===== config.mk =====
export PLATFORM = sky130hd
export DESIGN_NAME = uart_tx_fifo
export DESIGN_NICKNAME = d
export VERILOG_FILES = /design/src/rtl/uart_tx_fifo.sv
export SDC_FILE = /design/constraint.sdc
export NUM_CORES = 1
export LEC_CHECK = 0
export CAP_MARGIN = 25
export CORE_MARGIN = 5
export CORE_UTILIZATION = 60
export CTS_BUF_LIST = sky130_fd_sc_hd__clkbuf_8
export CTS_CLUSTER_DIAMETER = 120
export DETAILED_ROUTE_END_ITERATION = 16
export GPL_TIMING_DRIVEN = 0
export PLACE_DENSITY_LB_ADDON = 0.3
export SLEW_MARGIN = 20
export SYNTH_ARGS = -nofsm -noshare
export SYNTH_HDL_FRONTEND = slang
export SYNTH_SLANG_ARGS = --single-unit
export TNS_END_PERCENT = 10

===== constraint.sdc =====
create_clock -name clk -period 4.5 [get_ports clk]
set_input_delay 0.675 -clock clk [delete_from_list [all_inputs] [get_ports clk]]
set_output_delay 0.675 -clock clk [all_outputs]
set_load 0.05 [all_outputs]

===== src/rtl/uart_tx_fifo.sv =====
// UART transmitter fed by a small byte FIFO; bit timing comes from an external
// one-cycle baud strobe. Frame: start, DATA_BITS (LSB first), optional parity, stop bits.
module uart_tx_fifo #(
  parameter int DATA_BITS = 8,
  parameter int FIFO_AW   = 2,
  parameter int PARITY    = 0,
  parameter int STOP_BITS = 1
) (
  input  logic                 clk,
  input  logic                 rst,
  input  logic                 baud_tick,
  input  logic [DATA_BITS-1:0] din,
  input  logic                 din_valid,
  output logic                 din_ready,
  output logic                 tx,
  output logic                 busy,
  output logic [FIFO_AW:0]     fifo_count,
  output logic [2:0]           state_dbg
);

  localparam int DEPTH = 1 << FIFO_AW;
  localparam int BW    = (DATA_BITS > 1) ? $clog2(DATA_BITS) : 1;
  localparam int SW    = (STOP_BITS > 1) ? $clog2(STOP_BITS) : 1;

  localparam logic [FIFO_AW:0] FULL      = (FIFO_AW + 1)'(DEPTH);
  localparam logic [BW-1:0]    BIT_LAST  = BW'(DATA_BITS - 1);
  localparam logic [SW-1:0]    STOP_LAST = SW'(STOP_BITS - 1);
  localparam logic             HAS_PAR   = (PARITY != 0);
  localparam logic             ODD_PAR   = (PARITY == 2);

  typedef enum logic [2:0] {
    S_IDLE   = 3'd0,
    S_START  = 3'd1,
    S_DATA   = 3'd2,
    S_PARITY = 3'd3,
    S_STOP   = 3'd4
  } state_t;

  // FIFO storage and bookkeeping
  logic [DATA_BITS-1:0] mem [DEPTH];
  logic [FIFO_AW-1:0]   wr_ptr;
  logic [FIFO_AW-1:0]   rd_ptr;
  logic [FIFO_AW:0]     count;
  logic                 push;
  logic                 pop;
  logic [DATA_BITS-1:0] head;

  // Write port handshake: a byte is taken on a posedge where din_valid && din_ready.
  // din_ready depends only on registered occupancy, never on din_valid.
  assign din_ready  = (count != FULL);
  assign push       = din_valid && din_ready;
  assign fifo_count = count;
  assign head       = mem[rd_ptr];

  always_ff @(posedge clk) begin
    if (push) begin
      mem[wr_ptr] <= din;
    end
  end

  always_ff @(posedge clk or negedge rst) begin
    if (!rst) begin
      wr_ptr <= '0;
      rd_ptr <= '0;
      count  <= '0;
    end else begin
      if (push) begin
        wr_ptr <= wr_ptr + 1'b1;
      end
      if (pop) begin
        rd_ptr <= rd_ptr + 1'b1;
      end
      case ({push, pop})
        2'b10:   count <= count + 1'b1;
        2'b01:   count <= count - 1'b1;
        default: count <= count;
      endcase
    end
  end

  // Transmit FSM state
  state_t               state;
  state_t               state_n;
  logic [DATA_BITS-1:0] shift;
  logic [DATA_BITS-1:0] shift_n;
  logic [BW-1:0]        bit_cnt;
  logic [BW-1:0]        bit_cnt_n;
  logic [SW-1:0]        stop_cnt;
  logic [SW-1:0]        stop_cnt_n;
  logic                 par_bit;
  logic                 par_n;
  logic                 tx_q;
  logic                 tx_n;

  always_ff @(posedge clk or negedge rst) begin
    if (!rst) begin
      state    <= S_IDLE;
      shift    <= '0;
      bit_cnt  <= '0;
      stop_cnt <= '0;
      par_bit  <= 1'b0;
      tx_q     <= 1'b1;
    end else begin
      state    <= state_n;
      shift    <= shift_n;
      bit_cnt  <= bit_cnt_n;
      stop_cnt <= stop_cnt_n;
      par_bit  <= par_n;
      tx_q     <= tx_n;
    end
  end

  // Every transition happens on a baud_tick; the load path is shared by IDLE and
  // the final stop period so consecutive frames run without an idle gap.
  always_comb begin
    state_n    = state;
    shift_n    = shift;
    bit_cnt_n  = bit_cnt;
    stop_cnt_n = stop_cnt;
    par_n      = par_bit;
    tx_n       = tx_q;
    pop        = 1'b0;
    if (baud_tick) begin
      case (state)
        S_IDLE: begin
          tx_n = 1'b1;
          if (count != '0) begin
            pop     = 1'b1;
            shift_n = head;
            par_n   = (^head) ^ ODD_PAR;
            tx_n    = 1'b0;
            state_n = S_START;
          end
        end
        S_START: begin
          tx_n      = shift[0];
          bit_cnt_n = '0;
          state_n   = S_DATA;
        end
        S_DATA: begin
          if (bit_cnt == BIT_LAST) begin
            tx_n       = HAS_PAR ? par_bit : 1'b1;
            stop_cnt_n = '0;
            state_n    = HAS_PAR ? S_PARITY : S_STOP;
          end else begin
            shift_n   = shift >> 1;
            tx_n      = shift_n[0];
            bit_cnt_n = bit_cnt + 1'b1;
          end
        end
        S_PARITY: begin
          tx_n       = 1'b1;
          stop_cnt_n = '0;
          state_n    = S_STOP;
        end
        S_STOP: begin
          tx_n = 1'b1;
          if (stop_cnt == STOP_LAST) begin
            if (count != '0) begin
              pop     = 1'b1;
              shift_n = head;
              par_n   = (^head) ^ ODD_PAR;
              tx_n    = 1'b0;
              state_n = S_START;
            end else begin
              state_n = S_IDLE;
            end
          end else begin
            stop_cnt_n = stop_cnt + 1'b1;
          end
        end
        default: begin
          tx_n    = 1'b1;
          state_n = S_IDLE;
        end
      endcase
    end
  end

  assign tx        = tx_q;
  assign busy      = (state != S_IDLE);
  assign state_dbg = state;

endmodule


==> flow_summary.json <==
{
  "clock_sinks": 54,
  "synth_xor_area_share_pct": 2.15,
  "die_y_microns": 73.8,
  "cts_tree": "built",
  "antenna_found_initial": 0,
  "yosys-top-cells-count": "32 x edfxtp_1, 21 x dfrtp_1, 10 x inv_1",
  "ys_ff_latch": 54,
  "grt_max_degree": 23,
  "slew_viol_final": 0,
  "crit_path_start": "state_dbg[2]",
  "synthCells": 152,
  "reg2regPathDepth": 9,
  "grt.total_usage_pct": 17.5,
  "yosys.area.top_type": "edfxtp_1",
  "grt_pass1_wl_microns": 7020,
  "fill_cells": 267,
  "setup-violations-final": 0,
  "grt_setup_unrepaired": "no",
  "drtIter0Drc": 91,
  "coreArea_sq_um": 3970,
  "overflow": 0,
  "post_cts_resized": 0,
  "synth_top_area_share_pct": 39.3,
  "start_util_pct": 61.6,
  "synthAdderAreaFrac_pct": 4.40,
  "cp.required_ps": 3830,
  "post-cts-setup-buffer-count": 0,
  "power_w": 0.00194,
  "yosys-top-cells-area": "edfxtp_1 39%, dfrtp_1 21%, mux4_1 7.5%",
  "worst_pin_slew_ps": 829,
  "routed_wl_microns": 4260,
  "synth_ff_type": "edfxtp_1",
  "antenna_cells": 0,
  "htreeDepth": 2,
  "p_per_area_nw_per_um2": 694,
  "clk_path_buf_depth": 2,
  "vias": 1393,
  "netlist_area_sq_um": 2440,
  "fin_nets": 199,
  "ys_warn_count": 0,
  "muxShareOfSynthArea_pct": 9.93,
  "seq_area_sq_um": 1510,
  "ios": 21,
  "power_leakage_nw": 1.08,
  "post-route-period-util_pct": 60.9,
  "first_pass_iters": 5,
  "placementRows": 23,
  "syn_area_per_cell_sq_um": 16.1,
  "critPathMaxFanout": 10,
  "fin_worst_skew_ps": 6.13,
  "cts_buffers": 5,
  "synth.distinct_cells": 43,
  "fin_tns_setup_ps": 0,
  "synth_compound_area_share_pct": 8.90,
  "io_buffers": 20,
  "rr_endpoint": "fifo_count[2]",
  "endpoint_kind": "output port",
  "dp_hpwl_microns": 3060,
  "die_area_sq_um": 5450,
  "drc": 0,
  "ys_seq_area_share_pct": 61.9,
  "synth_top_family_by_area": "multiplexers",
  "grt_pass1_vias": 1461,
  "synthArstFlopShare_pct": 40.7,
  "cts_root_buf": "clkbuf_8",
  "clk_pin_slew_ps": 100,
  "clk_latency_ps": 300,
  "routabilityCongestion": 0.844,
  "layout-drive-gt1-share_pct": 15.6,
  "drt-wirelength-per-cell_microns": 18.5,
  "crit_path_end": "busy",
  "cts_hold_buf": 0,
  "vdd_drop_max_v": 0.000349,
  "synth_edf_count": 32,
  "die_w_microns": 73.8,
  "syn-num-nets": 172,
  "period_minus_slack_ps": 2740,
  "r2r_start": "state_dbg[0]",
  "cap_violations": 0,
  "crit_type": "reg2out",
  "slew-limit-headroom_pct": 44.3,
  "synth_most_common_cell": "edfxtp_1",
  "synthToLayoutAreaGrowth_pct": 14.4,
  "final_util_pct": 70.4,
  "hold_violations": 0,
  "multi_input_area_sq_um": 858,
  "start_kind": "flop",
  "status": "finished, final reports clean",
  "worstHoldPathType": "in2async",
  "fmax_mhz": 365,
  "arrival_ps": 2070,
  "ant_nets": 0,
  "drt-vias-per-instance": 6.06,
  "rrSetupSlack_ps": 2120,
  "synthSimpleGateAreaFrac_pct": 9.72
}
worst min path at each step:
stage | cells after the start | from | endpoint
CTS | 1 | tx | tx
finish | 1 | rst | bit_cnt[2]
floorplan | 0 | rst | bit_cnt[0]
detailed placement | 1 | tx | tx
global route | 1 | rst | state_dbg[1]
global placement | 1 | tx | tx
logic make-up (layout without fill, tap and decap cells):
| family | Yosys count | after routing |
|---|---|---|
| xor+xnor | 6 | 6 |
| fa+ha+maj | 8 | 8 |
| flops | 54 | 54 |
| simple gates | 28 | 28 |
| buf+inv | 17 | 45 |
| compound gates | 28 | 28 |
| mux | 11 | 11 |
layout make-up:
type / instances / area share [%]
Buffer: 7 / 1.30
Clock buffer: 5 / 2.46
Clock inverter: 3 / 0.895
Inverter: 10 / 1.34
Multi-Input combinational cell: 81 / 30.7
Sequential cell: 54 / 54.1
Tap cell: 50 / 2.24
Timing Repair Buffer: 20 / 6.98
through the flow:
stage | hold WS [ps] | cell area, sq um | cells | setup slack (ps)
3_5_place_dp | 479 | 2710 | 222 | 1610
2_1_floorplan | 379 | 2440 | 152 | 1990
4_1_cts | 493 | 2800 | 230 | 1770
3_3_place_gp | 466 | 2710 | 222 | 1750
5_1_grt | 365 | 2800 | 230 | 1690
6_report | 328 | 2800 | 230 | 1760
power by group:
part / leakage [nW] / internal [W] / switching [W]
sequential: 0.549 / 0.000690 / 0.0000948
clock: 0.0447 / 0.000112 / 0.000157
combinational: 0.490 / 0.000396 / 0.000492
total: 1.08 / 0.00120 / 0.000744
cell usage in the layout, fill, tap and decap left out, types with 4 or more instances in the layout:
cell	n
or4b_1	6
a2bb2oi_1	7
mux4_1	7
dfrtp_1	21
clkdlybuf4s50_1	19
inv_1	10
clkbuf_8	5
ha_1	7
and3_2	4
o31ai_1	7
edfxtp_1	32
critical path, stage by stage (launching register included):
cell and delay, ps:
dfrtp_1 460, clkbuf_1 340, inv_1 90, nand2_1 70, clkdlybuf4s50_1 800
flip-flops by register name, indices dropped and copies added (netlist names):
name	cells
mem	32
rd_ptr	2
bit_cnt	3
tx	1
wr_ptr	2
shift	8
state_dbg	3
fifo_count	3
per-layer routing:
metal,track usage (%),vias up,wire length (microns)
met5,0,-,0
met4,6.64,0,60
met3,3.28,6,163
met2,31.2,40,2270
met1,20.8,694,1760
li1,-,653,-
No activity file was read; power rests on OpenSTA's default activity.
